### src/rtl/llpm_flow_pkg.sv
// Shared flow-control helpers for the llpm fork/join/FIFO blocks.
// A transfer on a valid/bp channel happens when valid is high and bp is low.
package llpm_flow_pkg;

  function automatic logic xfer(input logic valid, input logic bp);
    return valid & ~bp;
  endfunction

endpackage

### src/rtl/join_slot.sv
// One-entry holding register for a single join input channel.
// Captures d on load; clear empties it. A load in the same cycle as a clear wins.
module join_slot #(
  parameter int Width = 8
) (
  input  logic             clk,
  input  logic             reset,
  input  logic             load,
  input  logic             clear,
  input  logic [Width-1:0] d,
  output logic [Width-1:0] q,
  output logic             held
);

  logic [Width-1:0] data_q, data_d;
  logic             held_q, held_d;

  always_comb begin
    data_d = data_q;
    held_d = held_q;
    if (clear) held_d = 1'b0;
    // NOTE: load is applied after clear so a token arriving as the slot drains is kept.
    if (load) begin
      data_d = d;
      held_d = 1'b1;
    end
  end

  // NOTE: state registers use non-blocking assignments only; the data register is
  // reset too so dout reads zero after reset rather than stale contents.
  always_ff @(posedge clk) begin
    if (reset) begin
      data_q <= '0;
      held_q <= 1'b0;
    end else begin
      data_q <= data_d;
      held_q <= held_d;
    end
  end

  assign q    = data_q;
  assign held = held_q;

endmodule

### src/rtl/buffered_join.sv
// Registered N-way join: one holding slot per channel, all slots fire together into an output register.
// Define BUFFERED_JOIN_REFILL_EN to let a slot accept a new token in the cycle it drains.
module buffered_join
  import llpm_flow_pkg::*;
#(
  parameter int Width     = 8,
  parameter int NumInputs = 2
) (
  input  logic                       clk,
  input  logic                       reset,
  input  logic [NumInputs*Width-1:0] din,
  input  logic [NumInputs-1:0]       din_valid,
  output logic [NumInputs-1:0]       din_bp,
  output logic [NumInputs*Width-1:0] dout,
  output logic                       dout_valid,
  input  logic                       dout_bp
);

  logic [NumInputs-1:0]       held;
  logic [NumInputs-1:0]       accept;
  logic [NumInputs*Width-1:0] slot_data;
  logic                       fire;

  logic                       out_valid_q, out_valid_d;
  logic [NumInputs*Width-1:0] out_data_q,  out_data_d;

  // Fire once every slot is full and the output register is empty or draining now.
  assign fire = (&held) & (~out_valid_q | ~dout_bp);

`ifdef BUFFERED_JOIN_REFILL_EN
  assign din_bp = held & ~{NumInputs{fire}};
`else
  assign din_bp = held;
`endif

  for (genvar i = 0; i < NumInputs; i++) begin : g_slot
    assign accept[i] = xfer(din_valid[i], din_bp[i]);

    join_slot #(
      .Width (Width)
    ) u_slot (
      .clk   (clk),
      .reset (reset),
      .load  (accept[i]),
      .clear (fire),
      .d     (din[i*Width +: Width]),
      .q     (slot_data[i*Width +: Width]),
      .held  (held[i])
    );
  end

  always_comb begin
    out_valid_d = out_valid_q;
    out_data_d  = out_data_q;
    if (fire) begin
      out_valid_d = 1'b1;
      out_data_d  = slot_data;
    end else if (out_valid_q && !dout_bp) begin
      out_valid_d = 1'b0;
    end
  end

  always_ff @(posedge clk) begin
    if (reset) begin
      out_valid_q <= 1'b0;
      out_data_q  <= '0;
    end else begin
      out_valid_q <= out_valid_d;
      out_data_q  <= out_data_d;
    end
  end

  assign dout_valid = out_valid_q;
  assign dout       = out_data_q;

  a_dout_stable : assert property (@(posedge clk) disable iff (reset)
    (out_valid_q && dout_bp) |=> $stable(out_data_q));

  a_held_blocks : assert property (@(posedge clk) disable iff (reset)
    ((held & ~{NumInputs{fire}} & ~din_bp) == '0));

endmodule
### config.mk
export PLATFORM = sky130hd
export DESIGN_NAME = buffered_join
export DESIGN_NICKNAME = d
export VERILOG_FILES = /design/src/rtl/llpm_flow_pkg.sv /design/src/rtl/join_slot.sv /design/src/rtl/buffered_join.sv
export SDC_FILE = /design/constraint.sdc
export NUM_CORES = 1
export LEC_CHECK = 0
export ABC_AREA = 0
export BUFFER_PORTS_ARGS = -buffer_cell sky130_fd_sc_hd__buf_2
export CAP_MARGIN = 30
export CORE_MARGIN = 4
export CORE_UTILIZATION = 53
export CTS_BUF_LIST = sky130_fd_sc_hd__clkbuf_4 sky130_fd_sc_hd__clkbuf_8
export CTS_CLUSTER_DIAMETER = 120
export DETAILED_ROUTE_END_ITERATION = 6
export PLACE_DENSITY = 0.83
export SYNTH_ARGS = -nofsm -noshare
export SYNTH_HDL_FRONTEND = slang
export SYNTH_SLANG_ARGS = --single-unit
### constraint.sdc
create_clock -name clk -period 1.5 [get_ports clk]
set_input_delay 0.075 -clock clk [delete_from_list [all_inputs] [get_ports clk]]
set_output_delay 0.075 -clock clk [all_outputs]
set_load 0.03 [all_outputs]
==> results.txt <==
The clock net sink count came out at 35. The worst setup path is captured at a register. Setup repair after global routing left no endpoint under its margin. After technology mapping, the gate count stands at 136. The total of buffers placed on input and output ports came out at 39. The tightest slew margin relative to the limit came out at 56.8%.

The synthesized area divided by synthesized cell count came out at 10.4 um2. The post-place instance area came out at 0.00158 mm2. The number of hold violations in the final report is 0. The total grt overflow came out at 0. The insertion delay of the later-clocked pin in the worst-skew pair is 310 ps. The residual antenna-violating net count after detailed routing is 0. The total of warnings raised by yosys is 0. The total leakage power is 0.754 nW. The highest clock rate came out at 766 MHz. Counting the fill cells in the layout gives 213. For the final database, setup skew stands at 7.01 ps. The library cell used most frequently in the layout, excluding fill and tap cells, is sky130_fd_sc_hd__buf_2. The placed wire-length estimate came out at 1720 um.

The critical path goes through and2b_1 -> mux2i_1 -> nor2_1. The smallest clock period supported by the final layout is computed as 1310 ps. Ranked by total cell area, the synthesized netlist is headed by sky130_fd_sc_hd__dfxtp_1, sky130_fd_sc_hd__mux2i_1, sky130_fd_sc_hd__nand2b_1, sky130_fd_sc_hd__nor2_1, sky130_fd_sc_hd__buf_4. The max-cap violation count came out at 0. The post-layout worst setup margin is 195 ps.

The switching power summed over all nets is 0.391 mW. The root buffer cell is sky130_fd_sc_hd__clkbuf_4. The detailed-route wire length came out at 2530 um. The number of DRC violations after detailed-routing iteration 0 is 22. The maximum fanout count along the critical path is 8. The ratio of total power to cell area is 951 mW/mm2.

Entering global routing, the biggest net connects 52 pins. 0 antenna diodes ended up in the layout. The overall power consumption is 1.65 mW. The setup-violating endpoint count in the final report is 0.

The final sum of negative setup slack is 0 ps. After the last flow step, the layout net total stands at 205. The run finished with clean final reports. The mean number of vias per cell is 4.69. Dividing the detail-routed wire length by the instance count gives 11.9 um. The top cell family by delay on the critical path is simple AND/OR/NAND/NOR gates.

The clock tree from TritonCTS is yes. Cell internal power was estimated by the tool at 1.26 mW. The post-synthesis to final-layout area growth came out at 22.7%.

Post-CTS repair changed the size of 0 cells. Leaving out fill and tap cells, the most frequent cells in the layout are sky130_fd_sc_hd__buf_2, sky130_fd_sc_hd__dfxtp_1, sky130_fd_sc_hd__nand2b_1, sky130_fd_sc_hd__mux2i_1, sky130_fd_sc_hd__nor2_1. The height of the die is 59.7 um. The number of standard-cell rows in the floorplan came out at 18. The number of synthesized register bits came out at 35. The number of antenna violations at the first check in global routing came out at 0. The clock share of power is 27.1%. The sequential area share after synthesis came out at 49.4%. The number of search-and-repair iterations in the first detailed-routing pass is 4. The placer's final routability congestion estimate came out at 0.640. The wire length of the first global-routing pass came out at 4260 um. The delay of the slowest critical-path stage is 480 ps.

The path category of the worst min-delay check is input port to register. Summed over all instances, the cell type with the most area after synthesis is sky130_fd_sc_hd__dfxtp_1. The starting utilization of the core area is 56.3%. The critical path contains buffers and inverters numbering 0 combined. Per report_power, the sequential group accounts for 59.8% of the total.

The post-synth design cell area is 0.00142 mm2. The post-synthesis cell type count came out at 13. After clock tree synthesis, the clock-pin slew on the worst setup and hold paths is 90 ps. The number of global-route vias before repair came out at 989. The portion of synthesized cell area occupied by the leading cell type came out at 49.4%.

Cells fill 69.0% of the core in the end. The total track usage is 16.0%. The category of the worst setup path launch point is a register. Data on the critical path is required at its endpoint by 1670 ps. The die covers 0.00357 mm2. The buffer levels on the longest clock path came out at 2. The final design area excluding fillers is 0.00174 mm2. The CTS H-tree depth is 2. The number of vias in the routed layout came out at 999.

Of the available clock period, the critical path in the final layout requires 87.0%. The maximum ir drop on the vdd rail is 0.785 mV. The post-synthesis net count is 157. The remaining routing DRC violations came out at 0. The worst-path cell with the longest stage delay is sky130_fd_sc_hd__and2b_1. The share of cells above drive strength 1 is 25.7%.

The worst slack at placement is 258 ps. The final number of max-transition violations came to 0. The area of the core region is 0.00252 mm2. For the pin with the worst max-slew slack, the measured transition is 648 ps.

The I/O pin count is 40. The arrival time at the worst endpoint is 1480 ps. The switching fraction of total power is 23.6%. The kind of critical path is register to register. The combinational group share of total power came out at 13.1%. The die is 59.7 um wide. The number of clock buffers added by TritonCTS is 5.
layout make-up:
cell class	count	area [um2]	share of cell area, %
flip-flops and latches	35	701	40.3
clock buffers	6	45.0	2.59
well taps	30	37.5	2.16
repair buffers	52	323	18.5
multi-input cells	90	634	36.4
power groups by stage:
stage	Sequential, mW	Combinational, mW	Clock, mW
after CTS	0.989	0.218	0.470
after global routing	0.994	0.241	0.509
final	0.989	0.216	0.449
after global placement	1.01	0.189	0
after detailed placement	1.01	0.194	0
after floorplan	1.02	0.146	0
path summary, 6_finish.rpt:
check / from / end / slack, ps / cells after the start
setup reg to reg: g_slot[0].u_slot.held / g_slot[0].u_slot.q[3] / 190 / 3
setup / recovery: g_slot[0].u_slot.held / g_slot[0].u_slot.q[3] / 190 / 3
hold reg to reg: dout[12] / dout[12] / 470 / 2
hold / removal: din[15] / g_slot[1].u_slot.q[7] / 10 / 3
registers in the layout (all words and copies together), names as in the netlist:
name,flops
dout_valid,1
g_slot.u_slot.held,2
dout,16
g_slot.u_slot.q,16
metrics by stage:
stage	hold WS, ps	cells
after floorplan	219	136
after global placement	309	195
after detailed placement	316	195
after CTS	2.93	213
after global routing	20.3	213
final	13.8	213
kinds of logic (layout without fill, tap and decap cells):
family                 after synthesis  count (layout)  synth area share, %
multiplexers                        32              32                 22.6
buffers and inverters               11              58                 5.91
flip-flops                          35              35                 49.4
AND/OR/NAND/NOR                     56              56                 21.2
AO/OA/AOI/OAI                        2               2                0.970
Yosys cell counts:
library cell,count
sky130_fd_sc_hd__a21oi_1,1
sky130_fd_sc_hd__dfxtp_1,35
sky130_fd_sc_hd__buf_6,1
sky130_fd_sc_hd__mux2i_1,32
sky130_fd_sc_hd__nand2b_1,32
sky130_fd_sc_hd__nor2_1,18
sky130_fd_sc_hd__and2b_1,2
sky130_fd_sc_hd__nor3_1,2
sky130_fd_sc_hd__clkbuf_1,4
sky130_fd_sc_hd__a21oi_2,1
sky130_fd_sc_hd__buf_12,1
sky130_fd_sc_hd__buf_4,5
sky130_fd_sc_hd__nand2_1,2
worst min-delay path: stages:
cell	delay, ps
sky130_fd_sc_hd__buf_2	80
sky130_fd_sc_hd__mux2i_1	60
sky130_fd_sc_hd__nor2_1	80
per-layer routing:
metal | track usage (%) | part of all wire (%) | vias up
li1 | - | - | 531
met1 | 17.9 | 42 | 441
met2 | 28.4 | 52 | 25
met3 | 4.97 | 5.9 | 2
met4 | 5.70 | 0.51 | 0
met5 | 0 | 0 | -
what timing repair did:
item                                   CTS  global route
endpoints found under the hold margin   12             0
hold buffers                            12             0
setup buffers                            0             0
(Power assumes the default switching activity.)
